**src/rtl/instr_fetch_if.sv**
```systemverilog
// Bundle of fetch-unit control, redirect, memory and presentation signals.
// master: the surrounding pipeline/memory side; slave: the fetch unit.
interface instr_fetch_if;
    logic       start;
    logic [9:0] start_addr;
    logic       stall;
    logic       branch;
    logic       zero;
    logic [1:0] jump;
    logic [7:0] branch_off;
    logic [9:0] jump_target;
    logic [9:0] reg_target;
    logic       halt_req;
    logic [9:0] imem_addr;
    logic [8:0] imem_rdata;
    logic [8:0] instr;
    logic [5:0] op;
    logic [9:0] instr_pc;
    logic       instr_valid;
    logic       busy;
    logic       done;

    modport master (
        output start, start_addr, stall, branch, zero, jump, branch_off,
               jump_target, reg_target, halt_req, imem_rdata,
        input  imem_addr, instr, op, instr_pc, instr_valid, busy, done
    );

    modport slave (
        input  start, start_addr, stall, branch, zero, jump, branch_off,
               jump_target, reg_target, halt_req, imem_rdata,
        output imem_addr, instr, op, instr_pc, instr_valid, busy, done
    );
endinterface

```
**src/rtl/instr_fetch.sv**
```systemverilog
// Instruction fetch unit: PC stage, in-flight memory read, presented word.
// A one-entry skid register catches the in-flight word when the consumer
// stalls, so the PC can simply be re-driven and no word is lost.
//
// state  | meaning
// S_IDLE | out of reset, waiting for start
// S_RUN  | fetching and presenting instructions
// S_DONE | halt accepted, pc frozen, waiting for start
module instr_fetch (
    input  logic          clk,
    input  logic          reset,
    instr_fetch_if.slave  bus
);

    typedef enum logic [1:0] {S_IDLE, S_RUN, S_DONE} state_t;

    state_t     r_state;
    state_t     w_state_nxt;

    logic [9:0] r_pc;
    logic       r_pc_v;
    logic [9:0] r_f_pc;
    logic       r_f_v;
    logic [8:0] r_skid;
    logic [9:0] r_skid_pc;
    logic       r_skid_v;
    logic [8:0] r_instr;
    logic [9:0] r_instr_pc;
    logic       r_instr_valid;

    logic       w_start;
    logic       w_accept;
    logic       w_halt;
    logic       w_hold;
    logic       w_redirect;
    logic       w_take;
    logic [9:0] w_target;
    logic [9:0] w_br_target;

    assign w_start     = bus.start & (r_state != S_RUN);
    assign w_accept    = r_instr_valid & ~bus.stall & (r_state == S_RUN);
    assign w_halt      = w_accept & bus.halt_req;
    assign w_hold      = r_instr_valid & bus.stall;
    assign w_take      = w_accept & w_redirect & ~bus.halt_req;
    assign w_br_target = r_instr_pc + {{2{bus.branch_off[7]}}, bus.branch_off};

    // Redirect target selection; jump=10 is illegal and never redirects.
    always_comb begin
        w_redirect = 1'b0;
        w_target   = '0;
        case (bus.jump)
            2'b01: begin
                w_redirect = 1'b1;
                w_target   = bus.jump_target;
            end
            2'b11: begin
                w_redirect = 1'b1;
                w_target   = bus.reg_target;
            end
            2'b00: begin
                if (bus.branch & bus.zero) begin
                    w_redirect = 1'b1;
                    w_target   = w_br_target;
                end
            end
            default: begin
                w_redirect = 1'b0;
                w_target   = '0;
            end
        endcase
    end

    // FSM state register.
    always_ff @(posedge clk) begin
        if (reset) r_state <= S_IDLE;
        else       r_state <= w_state_nxt;
    end

    // FSM next-state logic.
    always_comb begin
        w_state_nxt = r_state;
        case (r_state)
            S_IDLE:  if (w_start) w_state_nxt = S_RUN;
            S_RUN:   if (w_halt)  w_state_nxt = S_DONE;
            S_DONE:  if (w_start) w_state_nxt = S_RUN;
            default: w_state_nxt = S_IDLE;
        endcase
    end

    // Pipeline datapath: PC, in-flight read, skid and presented stages.
    always_ff @(posedge clk) begin
        if (reset) begin
            r_pc          <= '0;
            r_pc_v        <= 1'b0;
            r_f_pc        <= '0;
            r_f_v         <= 1'b0;
            r_skid        <= '0;
            r_skid_pc     <= '0;
            r_skid_v      <= 1'b0;
            r_instr       <= '0;
            r_instr_pc    <= '0;
            r_instr_valid <= 1'b0;
        end else if (w_start) begin
            r_pc          <= bus.start_addr;
            r_pc_v        <= 1'b1;
            r_f_v         <= 1'b0;
            r_skid_v      <= 1'b0;
            r_instr_valid <= 1'b0;
        end else if (r_state == S_RUN) begin
            if (w_halt) begin
                r_pc_v        <= 1'b0;
                r_f_v         <= 1'b0;
                r_skid_v      <= 1'b0;
                r_instr_valid <= 1'b0;
            end else if (w_take) begin
                r_pc          <= w_target;
                r_pc_v        <= 1'b1;
                r_f_v         <= 1'b0;
                r_skid_v      <= 1'b0;
                r_instr_valid <= 1'b0;
            end else if (w_hold) begin
                // PC is held and re-driven; the word returning now is the
                // successor of the presented one, so park it once.
                r_f_pc <= r_pc;
                r_f_v  <= r_pc_v;
                if (!r_skid_v) begin
                    r_skid    <= bus.imem_rdata;
                    r_skid_pc <= r_f_pc;
                    r_skid_v  <= r_f_v;
                end
            end else begin
                r_f_pc <= r_pc;
                r_f_v  <= r_pc_v;
                if (r_pc_v) r_pc <= r_pc + 10'd1;
                if (r_skid_v) begin
                    r_instr       <= r_skid;
                    r_instr_pc    <= r_skid_pc;
                    r_instr_valid <= 1'b1;
                    r_skid_v      <= 1'b0;
                end else begin
                    r_instr_valid <= r_f_v;
                    if (r_f_v) begin
                        r_instr    <= bus.imem_rdata;
                        r_instr_pc <= r_f_pc;
                    end
                end
            end
        end
    end

    assign bus.imem_addr   = r_pc;
    assign bus.instr       = r_instr;
    assign bus.op          = r_instr[8:3];
    assign bus.instr_pc    = r_instr_pc;
    assign bus.instr_valid = r_instr_valid;
    assign bus.busy        = (r_state == S_RUN);
    assign bus.done        = (r_state == S_DONE);

endmodule

```
**src/flat_wrapper.sv**
```systemverilog
// flat-port wrapper written by rule: the top's interface ports become plain ports
module instr_fetch_flat 
  (clk, reset, bus_start, bus_start_addr, bus_stall, bus_branch, bus_zero, bus_jump, bus_branch_off, bus_jump_target, bus_reg_target, bus_halt_req, bus_imem_rdata, bus_imem_addr, bus_instr, bus_op, bus_instr_pc, bus_instr_valid, bus_busy, bus_done);
  instr_fetch_if bus_i ();
  input  logic clk;
  input  logic reset;
  input wire logic [$bits(bus_i.start)-1:0] bus_start;
  input wire logic [$bits(bus_i.start_addr)-1:0] bus_start_addr;
  input wire logic [$bits(bus_i.stall)-1:0] bus_stall;
  input wire logic [$bits(bus_i.branch)-1:0] bus_branch;
  input wire logic [$bits(bus_i.zero)-1:0] bus_zero;
  input wire logic [$bits(bus_i.jump)-1:0] bus_jump;
  input wire logic [$bits(bus_i.branch_off)-1:0] bus_branch_off;
  input wire logic [$bits(bus_i.jump_target)-1:0] bus_jump_target;
  input wire logic [$bits(bus_i.reg_target)-1:0] bus_reg_target;
  input wire logic [$bits(bus_i.halt_req)-1:0] bus_halt_req;
  input wire logic [$bits(bus_i.imem_rdata)-1:0] bus_imem_rdata;
  output wire logic [$bits(bus_i.imem_addr)-1:0] bus_imem_addr;
  output wire logic [$bits(bus_i.instr)-1:0] bus_instr;
  output wire logic [$bits(bus_i.op)-1:0] bus_op;
  output wire logic [$bits(bus_i.instr_pc)-1:0] bus_instr_pc;
  output wire logic [$bits(bus_i.instr_valid)-1:0] bus_instr_valid;
  output wire logic [$bits(bus_i.busy)-1:0] bus_busy;
  output wire logic [$bits(bus_i.done)-1:0] bus_done;
  assign bus_i.start = bus_start;
  assign bus_i.start_addr = bus_start_addr;
  assign bus_i.stall = bus_stall;
  assign bus_i.branch = bus_branch;
  assign bus_i.zero = bus_zero;
  assign bus_i.jump = bus_jump;
  assign bus_i.branch_off = bus_branch_off;
  assign bus_i.jump_target = bus_jump_target;
  assign bus_i.reg_target = bus_reg_target;
  assign bus_i.halt_req = bus_halt_req;
  assign bus_i.imem_rdata = bus_imem_rdata;
  assign bus_imem_addr = bus_i.imem_addr;
  assign bus_instr = bus_i.instr;
  assign bus_op = bus_i.op;
  assign bus_instr_pc = bus_i.instr_pc;
  assign bus_instr_valid = bus_i.instr_valid;
  assign bus_busy = bus_i.busy;
  assign bus_done = bus_i.done;
  instr_fetch u_core (.clk(clk), .reset(reset), .bus(bus_i));
endmodule
```
**config.mk**
```make
export PLATFORM = sky130hd
export DESIGN_NAME = instr_fetch_flat
export DESIGN_NICKNAME = d
export VERILOG_FILES = /design/src/rtl/instr_fetch_if.sv /design/src/rtl/instr_fetch.sv /design/src/flat_wrapper.sv
export SDC_FILE = /design/constraint.sdc
export NUM_CORES = 1
export LEC_CHECK = 0
export CORE_MARGIN = 1
export CORE_UTILIZATION = 50
export CTS_BUF_LIST = sky130_fd_sc_hd__clkbuf_16
export DETAILED_ROUTE_END_ITERATION = 7
export PLACE_DENSITY_LB_ADDON = 0.1
export SETUP_SLACK_MARGIN = 0.3
export SYNTH_ARGS = -nofsm -noshare
export SYNTH_HDL_FRONTEND = slang
export SYNTH_SLANG_ARGS = --single-unit
```
**constraint.sdc**
```tcl
create_clock -name clk -period 2.75 [get_ports clk]
set_clock_uncertainty 0.2 [all_clocks]
set_input_delay 0.6875 -clock clk [delete_from_list [all_inputs] [get_ports clk]]
set_output_delay 0.6875 -clock clk [all_outputs]
set_load 0.02 [all_outputs]
```
# ---- Yosys cells after proc, flatten, opt, wreduce, memory -nomap -nowiden
# Cells that the tools add are included.
dict set report word_totals {
  register_bits 64
  input_bits 56
  output_inout_bits 38
  elab_cells 84
}
dict set report classes {
  addsub 2
  n_eq_ne 10
  n_mux 30
  n_bitwise 15
  reduce_logical 16
}
# cell n
set op_table {}
lappend op_table {{$mux W10} 9}
lappend op_table {{$pmux W10 S3} 1}
lappend op_table {{$mux W9} 2}
lappend op_table {{$mux W1} 14}
lappend op_table {{$reduce_and A6 Y1} 2}
lappend op_table {{$add A10 B1 Y10 const B} 1}
lappend op_table {{$add A10 B10 Y10} 1}
lappend op_table {{$and A1 B1 Y1} 8}
lappend op_table {{$ne A2 B1 Y1 const B} 4}
lappend op_table {{$reduce_and A4 Y1} 2}
lappend op_table {{$not A1 Y1} 7}
lappend op_table {{$ne A3 B2 Y1 const B} 2}
lappend op_table {{$reduce_and A2 Y1} 3}
lappend op_table {{$reduce_bool A3 Y1} 2}
lappend op_table {{$reduce_or A2 Y1} 3}
lappend op_table {{$eq A2 B1 Y1 const B} 2}
lappend op_table {{$eq A2 B2 Y1 const B} 2}
lappend op_table {{$logic_not A2 Y1} 2}
lappend op_table {{$mux W2} 2}
lappend op_table {{$pmux W2 S2} 1}
lappend op_table {{$reduce_bool A2 Y1} 2}
lappend op_table {{$pmux W1 S2} 1}

# ---- Logic depth before layout (Yosys ltp)
dict set report depth {
  word_depth 9
  mapped_depth 8
  depth_no_buf 8
}

# ---- Worst setup path after synthesis
# Ideal clock, no wire load.
dict set report synth_path {
  kind {input-to-reg}
  from {input bus_branch_off[0]}
  to {register u_core.r_pc[6], in the netlist u_core.bus.imem_addr[6]}
  arrival_time_ns 2.062
  slack_ns 0.372
  cell_stages 8
  path_buffers 0
  cell_sequence {ha_1 -> inv_1 -> fa_1 -> nor2b_1 -> o31ai_1 -> a311oi_1 -> o21ai_0 -> a31o_1}
}
dict set report synth_via {
  elab_chain_cells 7
}
# item line
set synth_lines {}
lappend synth_lines {{start: declaration} flat_wrapper.sv:13} ;# input wire logic [$bits(bus_i.branch_off)-1:0] bus_branch_off;
lappend synth_lines {{$add A10 B10 Y10} instr_fetch.sv:45} ;# assign w_br_target = r_instr_pc + {{2{bus.branch_off[7]}}, bus.branch_off};
lappend synth_lines {{$mux W10} instr_fetch.sv:61} ;# if (bus.branch & bus.zero) begin
lappend synth_lines {{$pmux W10 S3} instr_fetch.sv:51} ;# case (bus.jump)
lappend synth_lines {{$mux W10} instr_fetch.sv:115} ;# end else if (w_take) begin
lappend synth_lines {{$mux W10} instr_fetch.sv:110} ;# if (w_halt) begin
lappend synth_lines {{$mux W10} instr_fetch.sv:109} ;# end else if (r_state == S_RUN) begin
lappend synth_lines {{$mux W10} instr_fetch.sv:103} ;# end else if (w_start) begin
lappend synth_lines {{end signal: assignment} instr_fetch.sv:104} ;# r_pc <= bus.start_addr;
lappend synth_lines {{end signal: assignment} instr_fetch.sv:116} ;# r_pc <= w_target;
lappend synth_lines {{end signal: assignment} instr_fetch.sv:134} ;# if (r_pc_v) r_pc <= r_pc + 10'd1;
lappend synth_lines {{end: declaration} instr_fetch.sv:20} ;# logic [9:0] r_pc;
# No other way between the ends. The select of a mux whose other input is x is not followed.
# A chain may end at the register's enable or synchronous reset.

# ---- Worst setup path in the final report
dict set report layout_path {
  from {input bus_jump[1]}
  to {register u_core.r_instr_pc[2], in the netlist u_core.bus.instr_pc[2]}
}
dict set report layout_via {
  elab_chain_cells 7
  word_cells_on_any_way 9
}
# item line
set layout_lines {}
lappend layout_lines {{start: declaration} flat_wrapper.sv:12} ;# input wire logic [$bits(bus_i.jump)-1:0] bus_jump;
lappend layout_lines {{$eq A2 B1 Y1 / $eq A2 B2 Y1 (equally long branches)} instr_fetch.sv:51}
lappend layout_lines {{$reduce_or A2 Y1 (no source line)} --}
lappend layout_lines {{$pmux W1 S2 (*)} instr_fetch.sv:51}
lappend layout_lines {{$and A1 B1 Y1 (*) (2 in a row)} instr_fetch.sv:44} ;# assign w_take = w_accept & w_redirect & ~bus.halt_req;
lappend layout_lines {{$not A1 Y1 (no source line) (*)} --}
lappend layout_lines {{$reduce_and A6 Y1 (no source line) (*)} --}
lappend layout_lines {{end signal: assignment} instr_fetch.sv:137} ;# r_instr_pc <= r_skid_pc;
lappend layout_lines {{end signal: assignment} instr_fetch.sv:144} ;# r_instr_pc <= r_f_pc;
lappend layout_lines {{end: declaration} instr_fetch.sv:28} ;# logic [9:0] r_instr_pc;
# Mark *: on every way between the ends. The rest lies on a longest branch, timed or not.

==> qor.yml <==
outcome:
  status: "finished clean"
cells_and_area:
  area_delta_synth_final_pct: 42.3
  nNetsFinal: 578
  multi_input_area_sq_um: 2300
  utilization_pct: 75.6
  num_antenna_cells: 0
  fillers: 533
  drive_gt1_share_pct: 18.8
  register_area_sq_um: 1280
cts:
  hold_buffers: 0
  cts_htree_levels: 3
  clock_path_buffers: 2
  cts_root_buffer: "clkbuf_16"
  cts_made_buffers: 9
  clk_pin_slew_ns: 0.05
  clock_sinks: 64
  clock_latency_ns: 0.32
  cts_tree: "done"
grt:
  grt_pass1_vias: 3351
  grt_use_met3_pct: 5.37
  track_usage_pct: 26.9
  grt_max_degree: 37
  antenna_found_initial: 0
  grt_pass1_wl_um: 15800
  busiest_layer: "met2"
  overflow: 0
  gr-usage-met2_pct: 44.3
  grtUsageMet1_pct: 35.1
synthesis:
  synth-async-reset-ratio_pct: 0
  synth.area.mux_share_pct: 22.2
  seq_area_frac_synth_pct: 34.7
  synth_edf_count: 0
  syn-num-nets: 468
  yosys_warnings: 0
  synth.avg_cell_area_sq_um: 9.20
  ys.flop_type: "dfxtp_1"
  synth_adder_area_share_pct: 3.93
  synthCells: 401
  synthXorXnorAreaFrac_pct: 1.90
  synth_top_family_by_area: "multiplexers"
  syn_area_sq_um: 3690
  synth_compound_area_share_pct: 16.2
  ys_ff_latch: 64
  ys_types: 65
  synthSimpleGateAreaFrac_pct: 15.7
drt:
  ant_nets: 0
  dr.first_iter.drc_count: 212
  wirelength_um: 10100
  drt_pre_antenna_iters: 5
  num_vias: 3486
  avgRoutedWirePerCell_um: 16.6
  drc_errors: 0
  via_per_inst: 5.70
setup_path:
  endpoint_kind: "flop"
  crit_path_start_kind: "input port"
  cp-endpoint: "u_core.bus.instr_pc[2]$_SDFFE_PP0P_"
  cp_max_fo: 10
  ff2ff_path_depth: 8
  rrSetupSlack_ns: 0.62
  r2r_start: "u_core.bus.instr_pc[0]$_SDFFE_PP0P_"
  crit_arrival_ns: 2.45
  cp.required_ns: 2.76
  crit_start: "bus_jump[1]"
  crit_type: "input port to flop"
  rr_endpoint: "u_core.bus.imem_addr[6]$_SDFFE_PP0P_"
sta:
  period_share_pct: 88.9
  finalHoldViolCount: 0
  slew_violations: 0
  fmax_ghz: 0.409
  relSlewSlack_pct: 56.7
  worst_slew_pin_slew_ns: 0.649
  setup_viol: 0
  period_minus_slack_ns: 2.44
  rsz0062_at_grt: "yes"
place:
  dp_hpwl_um: 7320
  numPortBuffers: 93
  routabilityCongestion: 0.870
power:
  power_frac_seq_pct: 40.5
  p_clk_share_pct: 44.7
  p_leak_nw: 2.19
  ir_worst_vdd_mv: 0.480
  switchingPower_mw: 0.597
  power.total_mw: 2.43
  swShare_pct: 24.5
  p_int_mw: 1.84
  powerDensity_nw_per_um2: 464
  pwr-share-comb_pct: 14.8
die:
  row_count: 30
  dieArea_sq_um: 7720
  die_width_um: 87.9
  die_h_um: 87.9
  io_pins: 94
  start_util_pct: 53.1
  core_area_sq_um: 6940
hold_path:
  hold_path.class: "flop to flop"
run:
  cap_violations: 0
cells in the final DEF, fill, tap and decap left out, types with 6 or more instances in the layout:
cell type and count:
clkdlybuf4s50_1 87, mux2_2 22, dfxtp_1 63, ha_1 6, o21ai_1 8, nor2_1 60
clkbuf_16 9, buf_4 31, mux2i_1 56, o21ai_0 6, a21oi_1 16, nand2_1 15
worst min-delay path by stage:
stage                               from                            to  slack (ns)  cells after the start
4_1_cts        u_core.r_f_v$_SDFFE_PP0P_  u_core.r_skid_v$_SDFFE_PP0P_        0.28                      2
3_5_place_dp   u_core.r_f_v$_SDFFE_PP0P_  u_core.r_skid_v$_SDFFE_PP0P_        0.27                      2
6_report       u_core.r_f_v$_SDFFE_PP0P_  u_core.r_skid_v$_SDFFE_PP0P_        0.27                      2
2_1_floorplan  u_core.r_f_v$_SDFFE_PP0P_  u_core.r_skid_v$_SDFFE_PP0P_        0.25                      2
3_3_place_gp   u_core.r_f_v$_SDFFE_PP0P_  u_core.r_skid_v$_SDFFE_PP0P_        0.26                      2
5_1_grt        u_core.r_f_v$_SDFFE_PP0P_  u_core.r_skid_v$_SDFFE_PP0P_        0.29                      2
worst max-delay path, stage by stage:
cell and delay, ns:
clkdlybuf4s50_1 0.47, and3b_2 0.25, o41ai_2 0.30, o211ai_1 0.23, buf_4 0.25, mux2i_1 0.20
nor2_1 0.06
final cells by class:
cell class	instances	share of cell area, %
repair buffers	128	23.5
flip-flops and latches	64	24.4
clock buffers	9	4.29
multi-input cells	300	43.8
well taps	96	2.29
inverters	8	0.572
clock inverters	7	1.19
Yosys cell counts (2+ instances only):
library cell  instances  share of area (%)
a21oi_1              17                2.3
nor4_1                2               0.34
o22ai_1               5               0.85
o31ai_1               2               0.41
o211ai_1              5                1.0
nand4_1               3               0.51
nand2b_1              5               0.85
nand3_1               5               0.68
buf_4                 7                1.4
and3_1                4               0.68
o21ai_0               7               0.95
nor2_1               60                6.1
o21a_1                2               0.41
inv_1                 6               0.61
buf_2                 8                1.1
mux2i_1              56                 15
dfxtp_1              64                 35
ha_1                 10                3.4
xor2_1                5                1.2
nand2_1              15                1.5
inv_2                 2               0.20
a21o_1                4               0.81
mux2_2               22                6.7
and4_1                2               0.47
nor3_1                5               0.68
xnor2_1               3               0.71
o221ai_1              2               0.47
nor2b_1               5               0.85
buf_6                 3               0.92
clkbuf_1             11                1.1
a221oi_1              2               0.47
a31o_1                2               0.47
or2_2                 2               0.34
a311oi_1              5                1.2
o21ai_1               7               0.95
and2_1                2               0.34
a211oi_1              6                1.2
per-stage QoR:
step | hold slack, ns | cells | instance area [sq um] | setup TNS [ns] | setup WS [ns]
finish | 0.274 | 612 | 5250 | 0 | 0.307
global route | 0.293 | 612 | 5250 | 0 | 0.244
CTS | 0.275 | 612 | 5190 | 0 | 0.297
detailed placement | 0.270 | 594 | 4850 | -0.897 | -0.275
global placement | 0.261 | 594 | 4850 | -0.600 | -0.201
floorplan | 0.250 | 401 | 3690 | 0 | 0.372
registers in the layout (all words and copies together), names as in the netlist:
signal	cells
u_core.bus.instr_valid	1
u_core.r_f_v	1
u_core.r_skid_pc	10
u_core.r_skid	9
u_core.bus.instr	9
u_core.r_skid_v	1
u_core.bus.instr_pc	10
u_core.r_state	2
u_core.bus.imem_addr	10
u_core.r_f_pc	10
u_core.r_pc_v	1
power groups by stage:
stage / sequential (mW) / combinational, mW / clock, mW
after floorplan: 1.01 / 0.162 / 0
after global placement: 1.00 / 0.345 / 0
after detailed placement: 1.00 / 0.351 / 0
after CTS: 0.984 / 0.355 / 1.10
after global routing: 0.988 / 0.386 / 1.14
final: 0.986 / 0.361 / 1.09
metal layers:
layer,vias to the layer above,part of all wire [%]
li1,1675,-
met1,1644,44
met2,149,48
met3,18,6.3
met4,0,1.9
met5,-,0
kinds of logic after synthesis:
logic type	count (synthesis)
flip-flops	64
multiplexers	79
XOR/XNOR	8
buffers and inverters	37
AO/OA/AOI/OAI	82
adder cells (fa/ha/maj)	11
AND/OR/NAND/NOR	120
timing repair:
item / 4_1_cts / 5_1_grt
setup endpoints to repair: 6 / 22
pin swaps: 9 / 5
gates resized for setup: 13 / 11
setup buffers: 2 / 0
Note: power is estimated with default switching activity, not from simulation.
